===== src/rtl/keypad_scan_pkg.sv =====
// Shared types and constants for the 4x4 keypad scanner.
package keypad_scan_pkg;

  typedef enum logic [1:0] {SCAN, DEBOUNCE, PRESSED} state_t;

  // Active-low row drive, indexed by row_idx.
  localparam logic [3:0][3:0] ROW_DRIVE = {4'b0111, 4'b1011, 4'b1101, 4'b1110};

  // Index of the lowest active-low column; only meaningful when any bit is low.
  function automatic logic [1:0] low_col(input logic [3:0] c);
    logic [1:0] idx;
    idx = 2'd0;
    for (int i = 3; i >= 0; i--)
      if (!c[i]) idx = 2'(i);
    return idx;
  endfunction

endpackage


===== src/rtl/keypad_scan_sync2.sv =====
// Two-flop synchronizer for the active-low column lines; idles high.
module sync2 (
  input  logic       clk,
  input  logic       reset,
  input  logic [3:0] d,
  output logic [3:0] q
);
  logic [3:0] meta;

  always_ff @(posedge clk) begin
    if (!reset) begin
      meta <= 4'hf;
      q    <= 4'hf;
    end else begin
      meta <= d;
      q    <= meta;
    end
  end
endmodule


===== src/rtl/keypad_scan.sv =====
// Row-scanning 4x4 keypad decoder with press/release debounce and an
// eight-deep code history for the display.
module keypad_scan
  import keypad_scan_pkg::*;
#(
  parameter int SCAN_DIV_W   = 17,
  parameter int DEBOUNCE_CNT = 4
) (
  input  logic        clk,
  input  logic        reset,
  input  logic [3:0]  col,
  input  logic        key_ack,
  output logic [3:0]  row,
  output logic [3:0]  key_code,
  output logic        key_valid,
  output logic        overrun,
  output logic [31:0] key_buf
);
  localparam int CW = $clog2(DEBOUNCE_CNT + 1);

  logic [3:0]            col_s;
  logic [SCAN_DIV_W-1:0] div;
  logic                  tick;
  state_t                state;
  logic [1:0]            row_idx;
  logic [1:0]            col_idx;
  logic [CW-1:0]         cnt;
  logic [CW-1:0]         rel_cnt;
  logic                  any_low;
  logic [1:0]            low;
  logic                  accept;
  logic [3:0]            code;

  sync2 u_sync (
    .clk   (clk),
    .reset (reset),
    .d     (col),
    .q     (col_s)
  );

  // Tick fires on the cycle the prescaler wraps back to zero.
  assign tick    = &div;
  assign any_low = ~&col_s;
  assign low     = low_col(col_s);
  assign code    = {row_idx, col_idx};
  assign accept  = tick && (state == DEBOUNCE) && any_low && (low == col_idx)
                   && (cnt == CW'(DEBOUNCE_CNT - 1));
  assign row     = ROW_DRIVE[row_idx];

  always_ff @(posedge clk) begin
    if (!reset) begin
      div       <= '0;
      state     <= SCAN;
      row_idx   <= 2'd0;
      col_idx   <= 2'd0;
      cnt       <= '0;
      rel_cnt   <= '0;
      key_code  <= 4'h0;
      key_valid <= 1'b0;
      overrun   <= 1'b0;
      key_buf   <= 32'h0;
    end else begin
      div <= div + SCAN_DIV_W'(1);

      if (tick) begin
        case (state)
          SCAN: begin
            if (any_low) begin
              col_idx <= low;
              cnt     <= CW'(1);
              state   <= DEBOUNCE;
            end else begin
              row_idx <= row_idx + 2'd1;
            end
          end
          DEBOUNCE: begin
            if (any_low && low == col_idx) begin
              cnt <= cnt + CW'(1);
              if (accept) begin
                rel_cnt <= '0;
                state   <= PRESSED;
              end
            end else begin
              cnt     <= '0;
              row_idx <= row_idx + 2'd1;
              state   <= SCAN;
            end
          end
          PRESSED: begin
            if (any_low) begin
              rel_cnt <= '0;
            end else if (rel_cnt == CW'(DEBOUNCE_CNT - 1)) begin
              rel_cnt <= '0;
              cnt     <= '0;
              row_idx <= row_idx + 2'd1;
              state   <= SCAN;
            end else begin
              rel_cnt <= rel_cnt + CW'(1);
            end
          end
          default: state <= SCAN;
        endcase
      end

      // A same-cycle ack cannot clear a fresh key; it only suppresses overrun.
      if (accept) begin
        key_code  <= code;
        key_buf   <= {key_buf[27:0], code};
        key_valid <= 1'b1;
        if (key_valid && !key_ack) overrun <= 1'b1;
      end else if (key_ack) begin
        key_valid <= 1'b0;
        overrun   <= 1'b0;
      end
    end
  end
endmodule

===== config.mk =====
export PLATFORM = sky130hd
export DESIGN_NAME = keypad_scan
export DESIGN_NICKNAME = d
export VERILOG_FILES = /design/src/rtl/keypad_scan_pkg.sv /design/src/rtl/keypad_scan_sync2.sv /design/src/rtl/keypad_scan.sv
export SDC_FILE = /design/constraint.sdc
export NUM_CORES = 1
export LEC_CHECK = 0
export BUFFER_PORTS_ARGS = -buffer_cell sky130_fd_sc_hd__buf_2
export CORE_MARGIN = 2
export CORE_UTILIZATION = 36
export CTS_CLUSTER_DIAMETER = 120
export CTS_CLUSTER_SIZE = 14
export DETAILED_ROUTE_END_ITERATION = 10
export PLACE_DENSITY = 0.65
export SLEW_MARGIN = 15
export SYNTH_ARGS = -nofsm -noshare
export SYNTH_HDL_FRONTEND = slang
export SYNTH_SLANG_ARGS = --single-unit

===== constraint.sdc =====
create_clock -name clk -period 5.85 [get_ports clk]
set_clock_uncertainty 0.15 [all_clocks]
set_input_delay 1.17 -clock clk [delete_from_list [all_inputs] [get_ports clk]]
set_output_delay 1.17 -clock clk [all_outputs]
set_load 0.05 [all_outputs]

Word-level counts from Yosys, hierarchy flattened --
Cells that the tools add are included.
Word-level totals: register bits 75, input bits 7, output and inout bits 42, logic and storage cells 83
Cells by class: add/subtract/negate cells 4, magnitude comparators 1, equality and inequality tests 14, muxes and demuxes 31, bitwise operators 1, reduce and logical (&&, ||, !) cells 20
Operators by type and width (number):
- AND reduction 21 bit | 2
- two-way mux 2 bit | 13
- two-way mux 3 bit | 8
- AND reduction 22 bit | 1
- AND reduction 20 bit | 1
- AND reduction 19 bit | 1
- adder 17 x 1 -> 17 bit (second input constant) | 1
- AND reduction 17 bit | 1
- != test 2 bit (second input constant) | 6
- case mux 2 bit (3 select lines) | 2
- case mux 3 bit (3 select lines) | 1
- binary-select mux 4 bit (select 2 bit) | 1
- adder 3 x 1 -> 3 bit (second input constant) | 2
- equality test 3 x 2 -> 1 bit (second input constant) | 2
- logical AND 1 bit | 6
- case mux 3 bit (2 select lines) | 1
- two-way mux 1 bit | 4
- two-way mux 4 bit | 1
- != test 2 x 1 -> 1 bit (second input constant) | 2
- AND reduction 4 bit | 1
- nonzero test 2 bit | 2
- < comparator 2 x 3 -> 1 bit (second input constant) | 1
- != test 3 bit (second input constant) | 1
- nonzero test 3 bit | 1
- 8 further kinds | 9

Depth between registers and ports, before layout --
depth after elaboration 10, mapped depth 11

Cells and area by module --
A second synthesis with hierarchy kept.
Unflattened totals: cells, all modules 361, area, all modules 3166.8 um^2
By module, submodules not included:
- keypad_scan | times used 1, cells each 345, area each 2956.6 um^2, seq. area each 1261.2 um^2
- sync2 | times used 1, cells each 16, area each 210.2 um^2, seq. area each 160.2 um^2

Least setup slack after synthesis --
Ideal clock, no wire load.
path kind register -> register, start reg div[0], end reg rel_cnt[0], library setup time 0.072 ns, arrival time 2.065 ns, setup slack 3.564 ns, stages on the path, launching flop included 12, clock period less this slack 2.286 ns, cells stage by stage dfxtp_1 -> ha_1 -> and3_1 -> buf_6 -> nand3_1 -> nor2_1 -> ha_1 -> and2_1 -> buf_1 -> nand3_1 -> o21ai_0 -> mux2i_1
On the way: cells in the longest elaborated chain, start to end 7
Ends and longest elaborated chain:
- from (decl) | RTL line keypad_scan.sv:22 | logic [SCAN_DIV_W-1:0] div;
- from (signal assigned) | RTL line keypad_scan.sv:63 | div <= div + SCAN_DIV_W'(1);
- AND reduction 17 bit | RTL line keypad_scan.sv:42 | assign tick = &div;
- logical AND 1 bit (3 in a row) | RTL line keypad_scan.sv:46 | assign accept = tick && (state == DEBOUNCE) && any_low && (low == col_idx)
- logical AND 1 bit | RTL line keypad_scan.sv:47 | && (cnt == CW'(DEBOUNCE_CNT - 1));
- != test 2 bit (no line)
- AND reduction 20 bit (no line) (*)
- to (signal assigned) | RTL line keypad_scan.sv:98 | rel_cnt <= rel_cnt + CW'(1);
- to (decl) | RTL line keypad_scan.sv:28 | logic [CW-1:0] rel_cnt;
Mark *: on every way between the ends. The rest lies on a longest branch, timed or not. A chain may end at the register's enable or synchronous reset.

Final worst setup path --
start reg div[0], end reg rel_cnt[1]
Same word-level chain as after synthesis.

==> results_dict.tcl <==
set metrics [dict create \
    status "finished, final reports clean" \
    grt_pass1_wl_mm 11.3 \
    crit_chain "ha_1 -> and3_1 -> nand3_1 -> nor2_1 -> ha_1 -> and2_1 -> buf_4 -> nand3_1 -> o21ai_0 -> mux2i_1" \
    critPathCaptureType "flip-flop" \
    hold_viol_final 0 \
    antenna_found_initial 0 \
    cts_resized 0 \
    crit_type "reg2reg" \
    place_ws_ns 3.00 \
    setup_ws_ns 3.01 \
    synth-seq-area-share_pct 45.7 \
    yosysTopAreaCell "dfxtp_1" \
    worstPathMaxFanout 33 \
    hpwl_mm 4.19 \
    startpoint_type "flip-flop" \
    p_clk_share_pct 45.0 \
    min_path_type "reg2reg" \
    pwr-share-comb_pct 2.2 \
    synth_area_um2 3110 \
    top_usage_layer "met2" \
    core_um2 8300 \
    final_antenna_net_count 0 \
    netlist_instances 356 \
    yosysMostFrequentCell "dfxtp_1" \
    die_h_um 96.9 \
    cts_hold_buf 0 \
    syn-num-nets 376 \
    drive_above_1_share_pct 18.3 \
    pwr-share-seq_pct 52.8 \
    io_buffers 48 \
    vias_per_cell 5.17 \
    grt.met2_usage_pct 21.8 \
    clock_latency_ns 0.35 \
    p_total_w 0.000929 \
    fin_crit_ns 2.84 \
    path_clk_slew_ns 0.07 \
    fin_crit_sh_pct 48.6 \
    slew_headroom_pct 25.1 \
    grt_pass1_vias 2379 \
    gp_congestion 0.714 \
    cts-root-buf "clkbuf_8" \
    die_w_um 96.9 \
    dp.cells 484 \
    max_stage_delay_ns 0.44 \
    critPathBufInv 1 \
    cts_buffers 9 \
    wirelength_mm 6.38 \
    yosysWarnings 0 \
    wl_per_cell_um 12.8 \
    gr-total-overflow 0 \
    cts_buffer_depth 2 \
    cts_setup_buffers 0 \
    tns_ns 0 \
    rsz0062_at_grt "false" \
    synth-edff-count 0 \
    routed-via-count 2581 \
    grt_max_degree 54 \
    synth_common_cells "dfxtp_1, nand3_1, a21oi_1, o21ai_0" \
    power_leakage_nw 1.42 \
    setup_viol 0 \
    worstPathArrival_ns 2.97 \
    cts_tree "done" \
    ir_drop_v 0.000128 \
    drt-initial-drc-count 137 \
    first_pass_iters 4 \
    synth_seq_cells 71 \
    critPathRequiredTime_ns 5.98 \
    syn-mean-instance-area_um2 8.73 \
    switchingPower_w 0.000198 \
    ios 49 \
    synthTopCellsByArea "dfxtp_1, nand3_1, a21oi_1" \
    cts.sinks 71 \
    ys.flop_type "dfxtp_1" \
    synth_top_area_share_pct 45.7 \
    final_nets 410 \
    die_area_um2 9400 \
    power_density_nw_per_um2 260 \
    use_met3_pct 4.77 \
    max_freq_mhz 352 \
    switching_share_pct 21.3 \
    final_cells 499 \
    cell_internal_pwr_w 0.000731 \
    postLayoutCoreUtil_pct 43.1 \
    num_antenna_cells 0 \
    htree_levels 3 \
    maxCapViolCount 0 \
    crit_family "simple AND/OR/NAND/NOR gates" \
    cpMaxStageDelayCell "o21ai_0" \
    worst_pin_slew_ns 1.12 \
    initial_core_util_pct 37.5 \
    async_reset_ff_share_pct 0 \
    track_usage_pct 14.4 \
    area_delta_synth_final_pct 14.9 \
    placementRows 33 \
    slew_viol_final 0 \
    use_met1_pct 18.6 \
    synth_cell_type_count 45 \
    drc_errors 0 \
]
==> flip-flops by register name (all words and copies together) (netlist names), 2 cells and up <==
| signal | flops |
|---|---|
| cnt | 3 |
| key_buf | 29 |
| state | 2 |
| rel_cnt | 3 |
| u_sync.meta | 4 |
| div | 17 |
| key_code | 3 |
| col_idx | 2 |
| u_sync.q | 4 |
| row_idx | 2 |
==> placed cells by master, fill, tap and decap left out, types with 2 or more instances in the layout <==
cell / count
o211a_1: 3
o31ai_1: 2
bufinv_16: 2
inv_1: 11
xor2_1: 11
and2_1: 7
buf_2: 48
nand3b_1: 2
a21oi_1: 40
clkinv_2: 2
clkbuf_8: 9
o21ai_0: 37
o21ai_1: 2
buf_4: 3
nand3_1: 43
ha_1: 13
nor2_1: 18
and3_1: 2
xnor2_1: 3
nand4_1: 8
mux2i_1: 4
nand2b_1: 9
o211ai_1: 2
nand2_1: 18
a211o_1: 2
or4_1: 3
dfxtp_1: 71
==> cell families (layout without fill, tap and decap cells) <==
kind of cell    Yosys count  in the layout  synth area share, %
simple gates            120            120                 21.1
compound gates           94             94                 16.8
flops                    71             71                 45.7
buf+inv                  40             78                 5.96
xor+xnor                 14             14                 3.94
fa+ha+maj                13             13                 5.23
mux                       4              4                 1.29
==> area by class of cell <==
class,instances,area [um^2]
Clock buffer,9,124
Clock inverter,6,86.3
Fill cell,834,4730
Inverter,12,45.0
Multi-Input combinational cell,245,1500
Sequential cell,71,1420
Tap cell,105,131
Timing Repair Buffer,51,263
==> layer usage <==
layer / vias up / share of wire [%]
li1: 1312 / -
met5: - / 0
met2: 60 / 45
met1: 1196 / 48
met3: 13 / 5.9
met4: 0 / 1.6
==> per-stage QoR <==
| step | cell area (um^2) | hold WS [ns] |
|---|---|---|
| floorplan | 3110 | 0.236 |
| detailed placement | 3360 | 0.244 |
| global placement | 3360 | 0.241 |
| CTS | 3570 | 0.252 |
| global route | 3570 | 0.283 |
| finish | 3570 | 0.250 |
==> worst paths after layout <==
kind / startpoint / to / depth (start not counted) / slack [ns]
worst max-delay path: div[0]$_SDFF_PN0_ / rel_cnt[1]$_SDFFE_PN0P_ / 10 / 3.01
worst min-delay path: u_sync.meta[2]$_SDFF_PN1_ / u_sync.q[2]$_SDFF_PN1_ / 1 / 0.25
worst max register to register: div[0]$_SDFF_PN0_ / rel_cnt[1]$_SDFFE_PN0P_ / 10 / 3.01
worst min register to register: u_sync.meta[2]$_SDFF_PN1_ / u_sync.q[2]$_SDFF_PN1_ / 1 / 0.25
==> power groups by stage <==
stage	combinational [W]	clock (W)	sequential, W
after detailed placement	0.0000204	0	0.000502
after global routing	0.0000232	0.000452	0.000491
after global placement	0.0000201	0	0.000501
after CTS	0.0000204	0.000431	0.000490
after floorplan	0.0000150	0	0.000501
final	0.0000201	0.000418	0.000490
Power figures use the tool's default switching activity.
